## config.mk

```make
export PLATFORM = sky130hd
export DESIGN_NAME = alu_sequencer
export DESIGN_NICKNAME = d
export VERILOG_FILES = /design/src/rtl/alu_sequencer.sv
export SDC_FILE = /design/constraint.sdc
export NUM_CORES = 1
export LEC_CHECK = 0
export BUFFER_PORTS_ARGS = -buffer_cell sky130_fd_sc_hd__clkbuf_2
export CAP_MARGIN = 30
export CORE_ASPECT_RATIO = 2
export CORE_MARGIN = 1.5
export CORE_UTILIZATION = 45
export DETAILED_ROUTE_END_ITERATION = 10
export GPL_ROUTABILITY_DRIVEN = 0
export PLACE_DENSITY_LB_ADDON = 0.15
export SYNTH_ARGS = -nofsm -noshare
export SYNTH_HDL_FRONTEND = slang
export SYNTH_SLANG_ARGS = --single-unit
```

## constraint.sdc

```tcl
create_clock -name clk -period 2.14 [get_ports clk]
set_clock_uncertainty 0.1 [all_clocks]
set_input_delay 0.107 -clock clk [delete_from_list [all_inputs] [get_ports clk]]
set_output_delay 0.107 -clock clk [all_outputs]
set_load 0.03 [all_outputs]
```

## src/rtl/alu_sequencer.sv

```systemverilog
`timescale 1ns/1ps
`default_nettype none
// ============================================================================
// Module  : alu_sequencer
// Brief   : Sequences one operation at a time through an external multi-cycle
//           ALU with a valid/ready request and response handshake.
// Revision: 1.0 - initial release
// ============================================================================
module alu_sequencer #(
    parameter int MUL_LAT = 4,
    parameter int DIV_LAT = 8
) (
    input  logic        clk,
    input  logic        clr,
    input  logic        req_valid,
    output logic        req_ready,
    input  logic [4:0]  req_op,
    input  logic [31:0] req_a,
    input  logic [31:0] req_b,
    output logic [31:0] alu_A,
    output logic [31:0] alu_B,
    output logic [4:0]  alu_ctrl,
    output logic        alu_enable,
    input  logic [31:0] alu_zHI,
    input  logic [31:0] alu_zLOW,
    output logic        rsp_valid,
    input  logic        rsp_ready,
    output logic [31:0] rsp_hi,
    output logic [31:0] rsp_lo,
    output logic        rsp_err,
    output logic [15:0] ops_done
);

    typedef enum logic [1:0] {
        IDLE = 2'd0,
        EXEC = 2'd1,
        DONE = 2'd2
    } state_t;

    localparam logic [4:0] c_OP_MUL   = 5'd2;
    localparam logic [4:0] c_OP_DIV   = 5'd3;
    localparam logic [4:0] c_OP_LAST  = 5'd11;
    localparam logic [3:0] c_MUL_CNT  = 4'(MUL_LAT - 1);
    localparam logic [3:0] c_DIV_CNT  = 4'(DIV_LAT - 1);
    localparam logic [3:0] c_ONE_CNT  = 4'd0;

    state_t      r_state_q,     w_state_d;
    logic [3:0]  r_cnt_q,       w_cnt_d;
    logic [31:0] r_alu_a_q,     w_alu_a_d;
    logic [31:0] r_alu_b_q,     w_alu_b_d;
    logic [4:0]  r_alu_ctrl_q,  w_alu_ctrl_d;
    logic        r_alu_en_q,    w_alu_en_d;
    logic        r_req_ready_q, w_req_ready_d;
    logic        r_rsp_valid_q, w_rsp_valid_d;
    logic [31:0] r_rsp_hi_q,    w_rsp_hi_d;
    logic [31:0] r_rsp_lo_q,    w_rsp_lo_d;
    logic        r_rsp_err_q,   w_rsp_err_d;
    logic [15:0] r_ops_done_q,  w_ops_done_d;

    logic        w_accept;
    logic        w_illegal;
    logic [3:0]  w_lat_cnt;

    assign w_accept  = req_valid & r_req_ready_q;
    assign w_illegal = (req_op > c_OP_LAST) || ((req_op == c_OP_DIV) && (req_b == 32'd0));

    always_comb begin
        w_lat_cnt = c_ONE_CNT;
        if (req_op == c_OP_MUL) begin
            w_lat_cnt = c_MUL_CNT;
        end else if (req_op == c_OP_DIV) begin
            w_lat_cnt = c_DIV_CNT;
        end
    end

    always_comb begin
        w_state_d     = r_state_q;
        w_cnt_d       = r_cnt_q;
        w_alu_a_d     = r_alu_a_q;
        w_alu_b_d     = r_alu_b_q;
        w_alu_ctrl_d  = r_alu_ctrl_q;
        w_alu_en_d    = r_alu_en_q;
        w_req_ready_d = r_req_ready_q;
        w_rsp_valid_d = r_rsp_valid_q;
        w_rsp_hi_d    = r_rsp_hi_q;
        w_rsp_lo_d    = r_rsp_lo_q;
        w_rsp_err_d   = r_rsp_err_q;
        w_ops_done_d  = r_ops_done_q;

        case (r_state_q)
            IDLE: begin
                if (w_accept) begin
                    w_req_ready_d = 1'b0;
                    if (w_illegal) begin
                        // Rejected ops never touch the ALU; answer on the next cycle.
                        w_state_d     = DONE;
                        w_rsp_valid_d = 1'b1;
                        w_rsp_hi_d    = 32'd0;
                        w_rsp_lo_d    = 32'd0;
                        w_rsp_err_d   = 1'b1;
                    end else begin
                        w_state_d    = EXEC;
                        w_cnt_d      = w_lat_cnt;
                        w_alu_a_d    = req_a;
                        w_alu_b_d    = req_b;
                        w_alu_ctrl_d = req_op;
                        w_alu_en_d   = 1'b1;
                    end
                end
            end
            EXEC: begin
                if (r_cnt_q == 4'd0) begin
                    w_state_d     = DONE;
                    w_rsp_valid_d = 1'b1;
                    w_rsp_hi_d    = alu_zHI;
                    w_rsp_lo_d    = alu_zLOW;
                    w_rsp_err_d   = 1'b0;
                    w_alu_a_d     = 32'd0;
                    w_alu_b_d     = 32'd0;
                    w_alu_ctrl_d  = 5'd0;
                    w_alu_en_d    = 1'b0;
                end else begin
                    w_cnt_d = r_cnt_q - 4'd1;
                end
            end
            DONE: begin
                if (rsp_ready) begin
                    w_state_d     = IDLE;
                    w_rsp_valid_d = 1'b0;
                    w_req_ready_d = 1'b1;
                    w_ops_done_d  = r_ops_done_q + 16'd1;
                end
            end
            default: begin
                w_state_d     = IDLE;
                w_req_ready_d = 1'b1;
                w_rsp_valid_d = 1'b0;
                w_alu_en_d    = 1'b0;
            end
        endcase
    end

    always_ff @(posedge clk) begin
        if (clr) begin
            r_state_q     <= IDLE;
            r_cnt_q       <= 4'd0;
            r_alu_a_q     <= 32'd0;
            r_alu_b_q     <= 32'd0;
            r_alu_ctrl_q  <= 5'd0;
            r_alu_en_q    <= 1'b0;
            r_req_ready_q <= 1'b1;
            r_rsp_valid_q <= 1'b0;
            r_rsp_hi_q    <= 32'd0;
            r_rsp_lo_q    <= 32'd0;
            r_rsp_err_q   <= 1'b0;
            r_ops_done_q  <= 16'd0;
        end else begin
            r_state_q     <= w_state_d;
            r_cnt_q       <= w_cnt_d;
            r_alu_a_q     <= w_alu_a_d;
            r_alu_b_q     <= w_alu_b_d;
            r_alu_ctrl_q  <= w_alu_ctrl_d;
            r_alu_en_q    <= w_alu_en_d;
            r_req_ready_q <= w_req_ready_d;
            r_rsp_valid_q <= w_rsp_valid_d;
            r_rsp_hi_q    <= w_rsp_hi_d;
            r_rsp_lo_q    <= w_rsp_lo_d;
            r_rsp_err_q   <= w_rsp_err_d;
            r_ops_done_q  <= w_ops_done_d;
        end
    end

    assign req_ready  = r_req_ready_q;
    assign alu_A      = r_alu_a_q;
    assign alu_B      = r_alu_b_q;
    assign alu_ctrl   = r_alu_ctrl_q;
    assign alu_enable = r_alu_en_q;
    assign rsp_valid  = r_rsp_valid_q;
    assign rsp_hi     = r_rsp_hi_q;
    assign rsp_lo     = r_rsp_lo_q;
    assign rsp_err    = r_rsp_err_q;
    assign ops_done   = r_ops_done_q;

endmodule
`default_nettype wire

```

**After elaboration in Yosys (flattened, before gate mapping)**

Cells that the tools add are included.

- Input bits: 137
- Word-level logic and storage cells: 83
- Output and inout bits: 153
- Bits in registers: 159

- Reduce and logical (&&, ||, !) cells: 14
- Bitwise operators: 3
- Muxes and demuxes: 41
- Order comparisons: 1
- Add/subtract/negate cells: 2
- Equality and inequality tests: 10

Operator list:

| operator | count |
|---|---|
| two-way mux 32 bit | 9 |
| one-hot mux 32 bit (2 select lines) | 4 |
| zero test 32 bit | 1 |
| AND reduction 4 bit | 5 |
| adder 16 x 1 -> 16 bit (second input constant) | 1 |
| two-way mux 5 bit | 3 |
| two-way mux 4 bit | 3 |
| inequality test 2 bit (second input constant) | 6 |
| == test 5 x 2 -> 1 bit (second input constant) | 2 |
| one-hot mux 5 bit (2 select lines) | 1 |
| two-way mux 1 bit | 9 |
| one-hot mux 1 bit (3 select lines) | 3 |
| two-way mux 2 bit | 4 |
| one-hot mux 4 bit (2 select lines) | 1 |
| two-way mux 3 bit | 2 |
| one-hot mux 2 bit (3 select lines) | 1 |
| AND reduction 3 bit | 2 |
| > comparator 5 x 4 -> 1 bit (second input constant) | 1 |
| zero test 4 bit | 1 |
| subtractor 4 x 1 -> 4 bit (second input constant) | 1 |
| == test 2 x 1 -> 1 bit (second input constant) | 1 |
| == test 2 bit (second input constant) | 1 |
| zero test 2 bit | 1 |
| inverter 1 bit | 2 |
| other kinds (6) | 6 |

**Logic depth before layout (Yosys ltp)**

- Word-level depth: 6
- Gate-level depth with buffers: 9
- Mapped depth without buffers: 7

**Worst setup path before layout**

Ideal clock, no wire load.

- Path type: register to register
- Start point: register r_cnt_q[0]
- End point: register r_alu_b_q[4], in the netlist alu_B[4]
- Path slack: 216 ps
- Cell stages (with the launch flop): 9
- Period minus slack after synthesis: 1924 ps
- Arrival time: 1766 ps
- Required time: 1982 ps
- Cell sequence: dfxtp_1 -> inv_1 -> ha_1 -> nor4b_2 -> o311ai_1 -> a21oi_1 -> nor2_2 -> clkbuf_1 -> a22o_2

- Cells in the longest elaborated chain, start to end: 3

RTL lines:

| item | RTL line | source |
|---|---|---|
| start, declared | 48 | `logic [3:0] r_cnt_q, w_cnt_d;` |
| start signal, assigned | 159 | `r_cnt_q <= w_cnt_d;` |
| zero test 4 bit | 112 | `if (r_cnt_q == 4'd0) begin` |
| inequality test 2 bit (no line) | - |  |
| AND reduction 4 bit (no line) | - |  |
| end signal, assigned | 161 | `r_alu_b_q <= w_alu_b_d;` |
| end, declared | 50 | `logic [31:0] r_alu_b_q, w_alu_b_d;` |

No other way between the ends.
A chain may end at the register's enable or synchronous reset.

**Final worst setup path**

- Start point: input req_b[13]
- End point: register r_alu_a_q[9], in the netlist alu_A[9]

- Cells in the longest elaborated chain, start to end: 5

RTL lines:

| item | RTL line | source |
|---|---|---|
| start, declared | 19 | `input logic [31:0] req_b,` |
| zero test 32 bit | 65 | `assign w_illegal = (req_op > c_OP_LAST) \|\| ((req_op == c_OP_DIV) && (req_b == 32'd0));` |
| logical AND 1 bit | 65 |  |
| logical OR 1 bit | 65 |  |
| inequality test 2 bit (no line) | - |  |
| AND reduction 4 bit (no line) | - |  |
| end signal, assigned | 160 | `r_alu_a_q <= w_alu_a_d;` |
| end, declared | 49 | `logic [31:0] r_alu_a_q, w_alu_a_d;` |

No other way between the ends.

==> flow_summary.yaml <==
run_status:
  status: "complete, no violations"
sta:
  report.final.hold_viol_count: 0
  fin_ws_ns: 0.0626
  maxSlewViolCount: 0
  slew_headroom: 0.713
  hold_ws_ns: 0.0814
  setup_viol_count_final: 0
  worst_slew_pin_slew_ns: 0.429
  fin_crit_sh: 0.971
  period_needed_ns: 2.08
  fmax_ghz: 0.481
die:
  core_region_area_mm2: 0.0121
  dieArea_mm2: 0.0130
  die_h_um: 160
  initial_core_util: 0.458
  std_cell_rows: 57
  io_pins: 290
  fp.dieW_um: 81.3
global_routing:
  antenna_found_initial: 0
  grt_max_degree: 69
  grt-ovfl-total: 0
  grt_pass1_wl_mm: 28.1
  grt_pass1_vias: 5746
  grtUsageTotal: 0.282
pwr:
  p_leak_nw: 4.16
  power_frac_seq: 0.447
  switching_share: 0.265
  clkPwrFrac: 0.410
  power.switching_mw: 1.85
  pwr-share-comb: 0.142
  power_mw: 7.00
  power_density_mw_per_mm2: 779
  vdd_ir_drop_max_mv: 0.560
  p_int_mw: 5.15
setup_path:
  cp_max_fo: 68
  cp.arrival_ns: 2.29
  reg2reg_from: "r_cnt_q[0]"
  worstPathRequired_ns: 2.35
  r2r_setup_slack_ns: 0.08
  cp-startpoint: "req_b[13]"
  timing.rr.end: "alu_A[9]"
  crit_end: "alu_A[9]"
  r2r_cells: 8
  start_kind: "input port"
  critPathKind: "input port to flip-flop"
  end_kind: "flip-flop"
finish:
  layout-drive-gt1-share: 0.388
  final_cells: 1046
  area_delta_synth_final_pct: 62.5
  nNetsFinal: 1025
  n_antenna_cell: 0
  fin_util: 0.745
yosys:
  syn_nets: 609
  synth.top_cell.area_share: 0.576
  synth_top_area_cell: "dfxtp_1"
  postSynthAreaPerCell_um2: 11.8
  yosys-top-cells-count: "159 x dfxtp_1, 131 x a22o_1, 23 x nor2_1"
  ys_seq_area_frac: 0.576
  syn_area_mm2: 0.00552
  synth_top_flop_cell: "dfxtp_1"
  synthCells: 470
  synth_seq_cells: 159
  yosysWarnings: 0
  netlist_top_cells_area: "dfxtp_1 58%, a22o_1 21%, buf_6 2.0%"
  synth-edff-count: 0
  synth_cell_type_count: 53
  async_reset_ff_frac: 0
  yosysMostFrequentCell: "dfxtp_1"
min_path:
  hold_path_class: "input port to flip-flop"
routing:
  drtAntennaViolNets: 0
  first_pass_iters: 4
  wl_per_cell_um: 17.8
  drc: 0
  dr.first_iter.drc_count: 228
  routed_wl_mm: 18.7
  vias: 5535
  viasPerCell: 5.29
place:
  place_inst: 879
  portBuffers: 289
  hpwl_mm: 11.2
  dp_slack_ns: 0.0474
clock_tree:
  clk_pin_slew_ns: 0.07
  clockBufferDepth: 2
  clk_latency_ns: 0.41
  cts_tree: "done"
  htree_num_levels: 4
  numCtsBuffers: 17
  clock-sinks: 159
  cts_root_buf: "clkbuf_16"
run:
  maxCapViolCount: 0
-- cells by family (layout without fill, tap and decap cells) --
family / Yosys count / count (layout) / synth area share
XOR/XNOR: 14 / 14 / 0.0222
buffers and inverters: 38 / 467 / 0.0501
flip-flops: 159 / 159 / 0.576
multiplexers: 2 / 2 / 0.00362
AO/OA/AOI/OAI: 162 / 162 / 0.248
AND/OR/NAND/NOR: 93 / 93 / 0.0951
adder cells (fa/ha/maj): 2 / 2 / 0.00453
-- flip-flops by register name (all words and copies together) (netlist names), 2 cells and up --
register and cells:
r_cnt_q 4, rsp_lo 32, r_state_q 2, alu_B 32, alu_ctrl 5, rsp_hi 32
ops_done 16, alu_A 32
-- layout by cell type (no fill, tap or decap), drive strengths merged, types with 10 or more instances in the layout --
cell type and count:
a22o 132, xor2 10, nor4 10, nand2 15
dlygate4sd3 135, clkbuf 308, dfxtp 159, nor2 26
-- power by group through the flow --
| stage | Clock [mW] | Sequential, mW | Combinational, mW |
|---|---|---|---|
| 2_1_floorplan | 0 | 3.36 | 0.299 |
| 3_3_place_gp | 0 | 3.19 | 0.754 |
| 3_5_place_dp | 0 | 3.19 | 0.769 |
| 4_1_cts | 2.93 | 3.12 | 0.967 |
| 5_1_grt | 3.04 | 3.14 | 1.06 |
| 6_report | 2.87 | 3.13 | 0.997 |
-- per-layer routing --
layer	track usage	part of all wire	vias up
met5	0	0	-
met4	0.152	0.036	0
met3	0.0737	0.072	48
met2	0.492	0.53	266
met1	0.296	0.36	2604
li1	-	-	2617
-- repair_timing --
| item | CTS | global route |
|---|---|---|
| setup endpoints to repair | 0 | 133 |
| setup buffers | 0 | 0 |
| endpoints found under the hold margin | 136 | 0 |
| gates resized for setup | 0 | 9 |
| hold buffers | 135 | 0 |
-- worst max-delay path, cell delays in order --
cell and delay (ns):
dlygate4sd3_1 0.55, clkbuf_2 0.12, nor4_2 0.34, and4_2 0.34, and3_2 0.26, nor2_4 0.06, buf_12 0.19, a22o_1 0.28
-- stage by stage --
stage                     setup TNS, ns  area (um^2)
after floorplan                       0         5520
after CTS                             0         8940
final                                 0         8980
after global placement                0         7020
after detailed placement              0         7020
after global routing              -1.08         8980
-- cell type report --
class / instances / area [um^2]
clock buffer: 19 / 433
clock inverter: 13 / 130
fill: 813 / 3070
inverter: 3 / 11.3
multi-input combinational: 273 / 2120
sequential: 159 / 3180
tap: 147 / 184
timing repair buffer: 432 / 2920
-- worst min-delay path by stage --
| stage | startpoint | endpoint | slack [ns] | cells past startpoint |
|---|---|---|---|---|
| after detailed placement | alu_zLOW[25] | rsp_lo[25] | 0.23 | 2 |
| after global placement | req_a[9] | alu_A[9] | 0.22 | 2 |
| after CTS | req_op[4] | r_cnt_q[0] | 0.07 | 4 |
| final | req_op[4] | r_cnt_q[0] | 0.08 | 4 |
| after floorplan | req_a[0] | alu_A[0] | 0.14 | 1 |
| after global routing | req_op[4] | r_cnt_q[1] | 0.11 | 5 |
(Power assumes the default switching activity.)
